==> config.mk <==
export PLATFORM = sky130hd
export DESIGN_NAME = gate3_sweep_ctrl_flat
export DESIGN_NICKNAME = d
export VERILOG_FILES = /design/src/rtl/gate3_sweep_ctrl_if.sv /design/src/rtl/gate3_sweep_ctrl.sv /design/src/flat_wrapper.sv
export SDC_FILE = /design/constraint.sdc
export NUM_CORES = 1
export LEC_CHECK = 0
export BUFFER_PORTS_ARGS = -buffer_cell sky130_fd_sc_hd__clkbuf_2
export CAP_MARGIN = 10
export CORE_UTILIZATION = 53
export CTS_BUF_LIST = sky130_fd_sc_hd__clkbuf_16
export CTS_CLUSTER_SIZE = 25
export DETAILED_ROUTE_END_ITERATION = 7
export PLACE_DENSITY = 0.76
export SLEW_MARGIN = 0
export SYNTH_ARGS = -nofsm -noshare
export SYNTH_HDL_FRONTEND = slang
export SYNTH_SLANG_ARGS = --single-unit
==> constraint.sdc <==
create_clock -name Clk -period 2.1 [get_ports Clk]
set_clock_uncertainty 0.1 [all_clocks]
set_input_delay 0.42 -clock Clk [delete_from_list [all_inputs] [get_ports Clk]]
set_output_delay 0.42 -clock Clk [all_outputs]
set_load 0.1 [all_outputs]
==> src/rtl/gate3_sweep_ctrl_if.sv <==
// Handshake/result bundle between a sweep sequencer (master) and gate3_sweep_ctrl (slave).
// Stop exists only when GATE3_SWEEP_LOOP_EN is defined.
interface gate3_sweep_ctrl_if #(
  parameter int unsigned ERRW = 4
);
  logic            Start;
  logic            DutOut;
  logic            VecA;
  logic            VecB;
  logic            VecC;
  logic            Busy;
  logic            Done;
  logic            Pass;
  logic [ERRW-1:0] ErrCnt;
  logic [2:0]      FailVec;
  logic            FailValid;
`ifdef GATE3_SWEEP_LOOP_EN
  logic            Stop;
`endif

  modport master (
`ifdef GATE3_SWEEP_LOOP_EN
    output Stop,
`endif
    output Start, DutOut,
    input  VecA, VecB, VecC, Busy, Done, Pass, ErrCnt, FailVec, FailValid
  );

  modport slave (
`ifdef GATE3_SWEEP_LOOP_EN
    input  Stop,
`endif
    input  Start, DutOut,
    output VecA, VecB, VecC, Busy, Done, Pass, ErrCnt, FailVec, FailValid
  );
endinterface

==> src/rtl/gate3_sweep_ctrl.sv <==
// Sweeps a 3-input gate through all 8 input vectors and checks its output against TRUTH.
// Define GATE3_SWEEP_LOOP_EN to repeat passes until Stop is seen.
module gate3_sweep_ctrl #(
  parameter int unsigned DWELL = 4,
  parameter logic [7:0]  TRUTH = 8'b1000_0000,
  parameter int unsigned ERRW  = 4
) (
  input logic               Clk,
  input logic               Reset,
  gate3_sweep_ctrl_if.slave bus
);
  typedef enum logic [1:0] {
    IDLE   = 2'd0,
    APPLY  = 2'd1,
    SAMPLE = 2'd2,
    DONE   = 2'd3
  } state_t;

  localparam int unsigned    DW         = (DWELL > 1) ? $clog2(DWELL) : 1;
  localparam logic [DW-1:0]  DWELL_LAST = DW'(DWELL - 1);

  state_t            state_r;
  state_t            state_s;
  logic [2:0]        vec_r;
  logic [DW-1:0]     dwell_r;
  logic [ERRW-1:0]   err_r;
  logic              pass_r;
  logic [2:0]        fail_vec_r;
  logic              fail_valid_r;
  logic              busy_r;
  logic              done_r;
  logic              busy_s;
  logic              done_s;
  logic              mismatch_s;
  logic              last_s;
  logic              wrap_s;
  logic [ERRW-1:0]   err_next_s;

  function automatic logic [ERRW-1:0] sat_inc(input logic [ERRW-1:0] v);
    if (&v) begin
      sat_inc = v;
    end else begin
      sat_inc = v + ERRW'(1'b1);
    end
  endfunction

  // Compare and wrap decisions for the current SAMPLE cycle
  always_comb begin
    mismatch_s = (state_r == SAMPLE) && (bus.DutOut != TRUTH[vec_r]);
    last_s     = (vec_r == 3'd7);
    if (mismatch_s) begin
      err_next_s = sat_inc(err_r);
    end else begin
      err_next_s = err_r;
    end
  end

`ifdef GATE3_SWEEP_LOOP_EN
  logic stop_r;

  // Sticky stop request, armed only while a sweep is running
  always_ff @(posedge Clk) begin
    if (Reset) begin
      stop_r <= 1'b0;
    end else if ((state_r == IDLE) && bus.Start) begin
      stop_r <= 1'b0;
    end else if (busy_r && bus.Stop) begin
      stop_r <= 1'b1;
    end
  end

  assign wrap_s = last_s && !stop_r;
`else
  assign wrap_s = 1'b0;
`endif

  // State register
  always_ff @(posedge Clk) begin
    if (Reset) begin
      state_r <= IDLE;
    end else begin
      state_r <= state_s;
    end
  end

  // Next-state logic
  always_comb begin
    state_s = state_r;
    case (state_r)
      IDLE:    if (bus.Start) state_s = APPLY; else state_s = IDLE;
      APPLY:   if (dwell_r == DWELL_LAST) state_s = SAMPLE; else state_s = APPLY;
      SAMPLE:  if (last_s && !wrap_s) state_s = DONE; else state_s = APPLY;
      DONE:    state_s = IDLE;
      default: state_s = IDLE;
    endcase
  end

  // Status outputs decoded from the upcoming state so they register in step with it
  always_comb begin
    busy_s = 1'b0;
    done_s = 1'b0;
    case (state_s)
      APPLY:   busy_s = 1'b1;
      SAMPLE:  busy_s = 1'b1;
      DONE:    done_s = 1'b1;
      default: begin
        busy_s = 1'b0;
        done_s = 1'b0;
      end
    endcase
  end

  // Status output registers
  always_ff @(posedge Clk) begin
    if (Reset) begin
      busy_r <= 1'b0;
      done_r <= 1'b0;
    end else begin
      busy_r <= busy_s;
      done_r <= done_s;
    end
  end

  // Vector, dwell and result datapath
  always_ff @(posedge Clk) begin
    if (Reset) begin
      vec_r        <= 3'd0;
      dwell_r      <= {DW{1'b0}};
      err_r        <= {ERRW{1'b0}};
      pass_r       <= 1'b0;
      fail_vec_r   <= 3'd0;
      fail_valid_r <= 1'b0;
    end else begin
      case (state_r)
        IDLE: begin
          if (bus.Start) begin
            vec_r        <= 3'd0;
            dwell_r      <= {DW{1'b0}};
            err_r        <= {ERRW{1'b0}};
            pass_r       <= 1'b0;
            fail_vec_r   <= 3'd0;
            fail_valid_r <= 1'b0;
          end
        end
        APPLY: begin
          dwell_r <= dwell_r + DW'(1'b1);
        end
        SAMPLE: begin
          err_r   <= err_next_s;
          dwell_r <= {DW{1'b0}};
          if (mismatch_s && !fail_valid_r) begin
            fail_vec_r   <= vec_r;
            fail_valid_r <= 1'b1;
          end
          // Pass reflects the count including this final compare
          if (last_s && !wrap_s) begin
            vec_r  <= 3'd0;
            pass_r <= (err_next_s == {ERRW{1'b0}});
          end else begin
            vec_r <= vec_r + 3'd1;
          end
        end
        DONE: begin
          vec_r <= 3'd0;
        end
        default: begin
          vec_r <= 3'd0;
        end
      endcase
    end
  end

  assign bus.VecA      = vec_r[2];
  assign bus.VecB      = vec_r[1];
  assign bus.VecC      = vec_r[0];
  assign bus.Busy      = busy_r;
  assign bus.Done      = done_r;
  assign bus.Pass      = pass_r;
  assign bus.ErrCnt    = err_r;
  assign bus.FailVec   = fail_vec_r;
  assign bus.FailValid = fail_valid_r;
endmodule

==> src/flat_wrapper.sv <==
// flat-port wrapper written by rule: the top's interface ports become plain ports
module gate3_sweep_ctrl_flat 
#(
  parameter int unsigned DWELL = 4,
  parameter logic [7:0]  TRUTH = 8'b1000_0000,
  parameter int unsigned ERRW  = 4
)
  (Clk, Reset, bus_Start, bus_DutOut, bus_VecA, bus_VecB, bus_VecC, bus_Busy, bus_Done, bus_Pass, bus_ErrCnt, bus_FailVec, bus_FailValid);
  gate3_sweep_ctrl_if #(.ERRW(ERRW)) bus_i ();
  input logic Clk;
  input logic Reset;
  input wire logic [$bits(bus_i.Start)-1:0] bus_Start;
  input wire logic [$bits(bus_i.DutOut)-1:0] bus_DutOut;
  output wire logic [$bits(bus_i.VecA)-1:0] bus_VecA;
  output wire logic [$bits(bus_i.VecB)-1:0] bus_VecB;
  output wire logic [$bits(bus_i.VecC)-1:0] bus_VecC;
  output wire logic [$bits(bus_i.Busy)-1:0] bus_Busy;
  output wire logic [$bits(bus_i.Done)-1:0] bus_Done;
  output wire logic [$bits(bus_i.Pass)-1:0] bus_Pass;
  output wire logic [$bits(bus_i.ErrCnt)-1:0] bus_ErrCnt;
  output wire logic [$bits(bus_i.FailVec)-1:0] bus_FailVec;
  output wire logic [$bits(bus_i.FailValid)-1:0] bus_FailValid;
  assign bus_i.Start = bus_Start;
  assign bus_i.DutOut = bus_DutOut;
  assign bus_VecA = bus_i.VecA;
  assign bus_VecB = bus_i.VecB;
  assign bus_VecC = bus_i.VecC;
  assign bus_Busy = bus_i.Busy;
  assign bus_Done = bus_i.Done;
  assign bus_Pass = bus_i.Pass;
  assign bus_ErrCnt = bus_i.ErrCnt;
  assign bus_FailVec = bus_i.FailVec;
  assign bus_FailValid = bus_i.FailValid;
  gate3_sweep_ctrl #(.DWELL(DWELL), .TRUTH(TRUTH), .ERRW(ERRW)) u_core (.Clk(Clk), .Reset(Reset), .bus(bus_i));
endmodule
Word-level counts from Yosys, hierarchy flattened
Memories as Yosys holds them, arrays and structs flattened. A register that Yosys moved wholly into a read port is not among the register bits.
Cells that the tools add are included.
{ "word_totals": {"reg_bits": 18, "romBits": 8, "in_bits": 4, "output_inout_bits": 14, "wordCells": 66, "n_memories": 1} }
{ "memory_table": {"columns": ["name", "words", "width", "read_ports", "rd_clocked_by_memory_dff", "write_ports", "line_no", "text"], "rows": [
  ["(no name shown)", 8, 1, 1, 1, 0, "gate3_sweep_ctrl.sv:49", "mismatch_s = (state_r == SAMPLE) && (bus.DutOut != TRUTH[vec_r]);"]
]} }
{ "classes": {"n_addsub": 3, "order_cmp": 1, "n_eq_ne": 12, "n_mux": 25, "n_reduce_logical": 15} }
{ "ops": {"columns": ["op", "n"], "rows": [
  ["$mux 3", 5],
  ["$mux 4", 3],
  ["$eq 2x2->1 const B", 5],
  ["$pmux 3 s3", 1],
  ["$pmux 2 s4", 1],
  ["$pmux 4 s2", 1],
  ["$mux 1", 7],
  ["$mux 2", 3],
  ["$pmux 2 s3", 1],
  ["$pmux 3 s2", 1],
  ["$reduce_and 2->1", 3],
  ["$reduce_and 3->1", 2],
  ["$reduce_bool 3->1", 2],
  ["$add 4x1->4 const B", 1],
  ["$eq 2x1->1 const B", 2],
  ["$logic_not 4->1", 1],
  ["$lt 3x4->1 const B", 1],
  ["$ne 2x2->1 const B", 2],
  ["$pmux 1 s2", 2],
  ["$reduce_and 4->1", 1],
  ["$add 3x1->3 const B", 1],
  ["$eq 3x3->1 const B", 1],
  ["$add 2x1->2 const B", 1],
  ["$logic_and 1x1->1", 2],
  ["6 further kinds", 6]
]} }

Depth between registers and ports, before layout
{ "depth": {"ltp_word": 8, "mapped_depth": 6, "ltp_nobuf": 6} }

Worst setup path before layout
OpenSTA, ideal clock, no wires.
{ "synth_path": {"path_kind": "register -> register", "start": "reg u_core.vec_r[0]", "end": "reg u_core.busy_r (netlist: u_core.bus.Busy)", "setup_ps": 119, "arrival_ps": 2049, "required_time_ps": 1881, "setup_slack_ps": -167, "path_stages_with_launch": 7, "n_path_buf": 0, "period_less_slack_ps": 2267, "cell_sequence": "dfxtp_1 > ha_1 > ha_1 > nand2_1 > o21ai_0 > ha_1 > nor2b_1"} }
{ "synth_via": {"elab_chain_len": 6, "elab_cells_between_ends": 7, "classes_between": "eq/ne (3); mux (3); reduce/logical (1)"} }
{ "synth_rtl": {"columns": ["element", "line_no", "text"], "rows": [
  ["from (decl)", "gate3_sweep_ctrl.sv:24", "logic [2:0] vec_r;"],
  ["from (signal assigned)", "gate3_sweep_ctrl.sv:160", "vec_r <= vec_r + 3'd1;"],
  ["$eq 3x3->1 *", "gate3_sweep_ctrl.sv:50", "last_s = (vec_r == 3'd7);"],
  ["$mux 2 *", "gate3_sweep_ctrl.sv:92", "SAMPLE: if (last_s && !wrap_s) state_s = DONE; else state_s = APPLY;"],
  ["$pmux 2 s4 *", "gate3_sweep_ctrl.sv:89", "case (state_r)"],
  ["via u_core.state_s[1]", "gate3_sweep_ctrl.sv:23", "state_t state_s;"],
  ["$eq 2x1->1 / $eq 2x2->1 (equally long branches)", "gate3_sweep_ctrl.sv:102", "case (state_s)"],
  ["$reduce_or 2->1 (no source line) *", null, null],
  ["$mux 1 *", "gate3_sweep_ctrl.sv:102", null],
  ["via u_core.busy_s", "gate3_sweep_ctrl.sv:32", "logic busy_s;"],
  ["to (signal assigned)", "gate3_sweep_ctrl.sv:119", "busy_r <= busy_s;"],
  ["to (decl)", "gate3_sweep_ctrl.sv:30", "logic busy_r;"]
]} }
The timed path passes the listed nets; every way through them passes the cells marked *.
A chain may end at the register's enable or synchronous reset.

Worst setup path in the final report
{ "layout_path": {"start": "reg u_core.state_r[1]", "end": "reg u_core.fail_vec_r[0] (netlist: u_core.bus.FailVec[0])"} }
{ "layout_via": {"elab_chain_len": 5, "elab_cells_between_ends": 9, "classes_between": "eq/ne (3); mux (1); reduce/logical (5)"} }
{ "layout_rtl": {"columns": ["element", "line_no", "text"], "rows": [
  ["from (decl)", "gate3_sweep_ctrl.sv:22", "state_t state_r;"],
  ["from (signal assigned)", "gate3_sweep_ctrl.sv:82", "state_r <= state_s;"],
  ["$eq 2x2->1", "gate3_sweep_ctrl.sv:49, gate3_sweep_ctrl.sv:134", null],
  ["$logic_and 1x1->1", "gate3_sweep_ctrl.sv:49", null],
  ["$logic_and 1x1->1", "gate3_sweep_ctrl.sv:151", "if (mismatch_s && !fail_valid_r) begin"],
  ["$ne 2x2->1 (no source line)", null, null],
  ["$reduce_and 3->1 (no source line)", null, null],
  ["to (signal assigned)", "gate3_sweep_ctrl.sv:152", "fail_vec_r <= vec_r;"],
  ["to (decl)", "gate3_sweep_ctrl.sv:28", "logic [2:0] fail_vec_r;"]
]} }
Several ways; a longest one is shown, not always the timed one.

==> out/qor.txt <==
CTS max path bufs = 2
Die Wd = 44.5 um
CP Cell Sequence = nor2b_2 > nor2_2 > a311oi_2 > a22o_1
Max incr delay on CP = 0.61 ns
Via density = 5.69
DRT Wirelength = 1970 um
Area leader, netlist = dfxtp_1
Most common cell after layout, fill and taps aside = clkbuf_2
Final setup viols = 0
Peak VDD IR = 460 uV
Layout cells sized above 1 = 0.294
Area grow syn2layout = 16.8%
CTS Root Cell = clkbuf_16
Largest net degree at the start of global routing = 20
Avg Cell Area, Syn = 9.28 um2
RSZ-0062 raised after global routing = no
Crit Path Max Fanout = 11
Final ANT Viol Nets = 0
FMAX = 530 MHz
Yosys reg bits = 19
Slew at the pin with the worst max-slew slack = 0.540 ns
Worst path slowest cell = dfxtp_1
Tightest Hold Check Type = flip-flop to flip-flop
Site Rows = 14
Crit share post-route = 0.898
H-tree depth = 1
Total congestion overflow = 0
Slew margin rel. = 0.642
Post-CTS Setup Inserts = 0
Placed insts = 139
Ys Warns = 0
Cts hold-fix bufs = 0
CTS tree = yes
Leak = 0.000476 uW
WP depth = 4
Reg2reg setup slack = 0.21 ns
Cts bufs inserted = 3
Worst EP required = 2.19 ns
Detailed Place HPWL = 1370 um
1st-iter DRT viols = 27
Critical path capture point type = flip-flop
Final hold vios = 0
Synth top area cells = dfxtp_1 (40%), ha_1 (6.5%), a21oi_1 (3.7%)
Post-synth EDFFs = 0
Starting Density = 0.600
Fin Setup TNS = 0 ns
P per Cell Area = 733 nW/um2
Cells after Synth = 103
Core Area = 1590 um2
Worst r2r path cells = 4
Outcome = complete, no violations
CP Class = flip-flop to flip-flop
Max-cap violation count = 0
Clk_lat worst skew = 0.25 ns
Routed wire per std cell = 13.8 um
Max-slew violation count = 0
Number of global-route vias before repair = 730
Total track usage = 0.213
DRT Pass-1 Iters = 4
Worst EP arrival = 1.98 ns
Final Total Pwr = 818 uW
Type of origin of the critical path = flip-flop
Die area = 1980 um2
Final core occ = 0.700
Hold path depth = 1
Top cell type's share of synthesized area = 0.398
Syn Nets = 112
Initial antenna violation count = 0
Die height = 44.5 um
Final Critical Period = 1.89 ns
Fill cells = 117
Clock slew seen by the registers of the worst setup and hold paths = 0.05 ns
CP Buf/Inv Count = 0
Post-synthesis cell type count = 41
Kind of cell adding the most delay to the critical path = flip-flops
Post_cts resized = 0
Register area share after synthesis = 0.398
DRC Markers = 0
Nets = 129
Commonest non-fill, non-tap cells in the layout = clkbuf_2 (17), dfxtp_1 (15), nor2_1 (8), nand2_1 (7), a21oi_1 (7)
Antenna Cells = 0
PortBufs = 17
Cell Area, Synth = 956 um2
Final instance count without filler cells = 143
Ys flop type = dfxtp_1
Clock sink count = 19
First-pass GRT wire length = 3080 um
Routed vias = 813
Asr flop ratio synth = 0
I/O pin cnt = 18
Routability congestion estimate = 0.839
Hold slack = 0.376 ns
-- stage by stage --
step	setup WS, ns	area, um2
after floorplan	-0.0184	961
after global placement	0.380	1040
after detailed placement	0.267	1040
after CTS	0.263	1120
after global routing	0.129	1120
final	0.215	1120
-- layout make-up --
| class | instances | area [um2] | share of cell area |
|---|---|---|---|
| timing repair buffer | 18 | 92.6 | 0.0830 |
| clock inverter | 1 | 3.75 | 0.00336 |
| sequential | 19 | 385 | 0.345 |
| multi-input combinational | 73 | 510 | 0.457 |
| inverter | 5 | 18.8 | 0.0168 |
| clock buffer | 3 | 75.1 | 0.0673 |
| tap | 24 | 30.0 | 0.0269 |
-- routing by layer --
metal	global-route usage	wire length [um]	up-vias
met5	0	0	-
met4	0.0848	9	0
met3	0.0408	52	2
met2	0.365	1010	18
met1	0.261	898	385
li1	-	-	408
-- registers in the layout, indices dropped and copies added (netlist names), named ones only --
register / count
u_core.bus.ErrCnt: 4
u_core.bus.Pass: 1
u_core.vec_r: 3
u_core.bus.FailValid: 1
u_core.state_r: 2
u_core.bus.Busy: 1
u_core.bus.Done: 1
u_core.bus.FailVec: 3
u_core.dwell_r: 2
-- final timing paths --
kind | start | to
setup reg to reg | u_core.state_r[1]$_SDFF_PP0_ | u_core.bus.FailVec[0]$_SDFFE_PP0P_
setup / recovery | u_core.state_r[1]$_SDFF_PP0_ | u_core.bus.FailVec[0]$_SDFFE_PP0P_
hold / removal | u_core.bus.FailVec[2]$_SDFFE_PP0P_ | u_core.bus.FailVec[2]$_SDFFE_PP0P_
hold reg to reg | u_core.bus.FailVec[2]$_SDFFE_PP0P_ | u_core.bus.FailVec[2]$_SDFFE_PP0P_
-- worst reg2reg max path, stage by stage, from the launching register on --
cell and delay [ns]:
dfxtp_1 0.61, nor2b_2 0.51, nor2_2 0.10, a311oi_2 0.33, a22o_1 0.18
-- report_power, final --
part,switching (uW),internal [uW]
Clock,124,253
Sequential,7.81,366
Combinational,43.2,23.6
Total,175,642
-- cells by family (layout without fill, tap and decap cells) --
logic type,after synthesis,in the layout,share of synthesized area
flip-flops,19,19,0.398
multiplexers,1,1,0.0105
AND/OR/NAND/NOR,38,38,0.217
AO/OA/AOI/OAI,27,27,0.223
buffers and inverters,11,27,0.0680
adder cells (fa/ha/maj),5,5,0.0654
XOR/XNOR,2,2,0.0183
-- synth_stat cells (2+ instances only) --
master	instances
buf_4	2
o21ai_0	2
and3_1	2
inv_1	4
a21oi_1	7
dfxtp_1	19
nand2_1	7
nor4_1	3
a22o_1	3
nand3_1	3
nor2b_1	4
ha_1	5
a31oi_1	2
buf_6	2
a22oi_1	3
nor2_1	8
nor3_1	3
(Power assumes the default switching activity.)
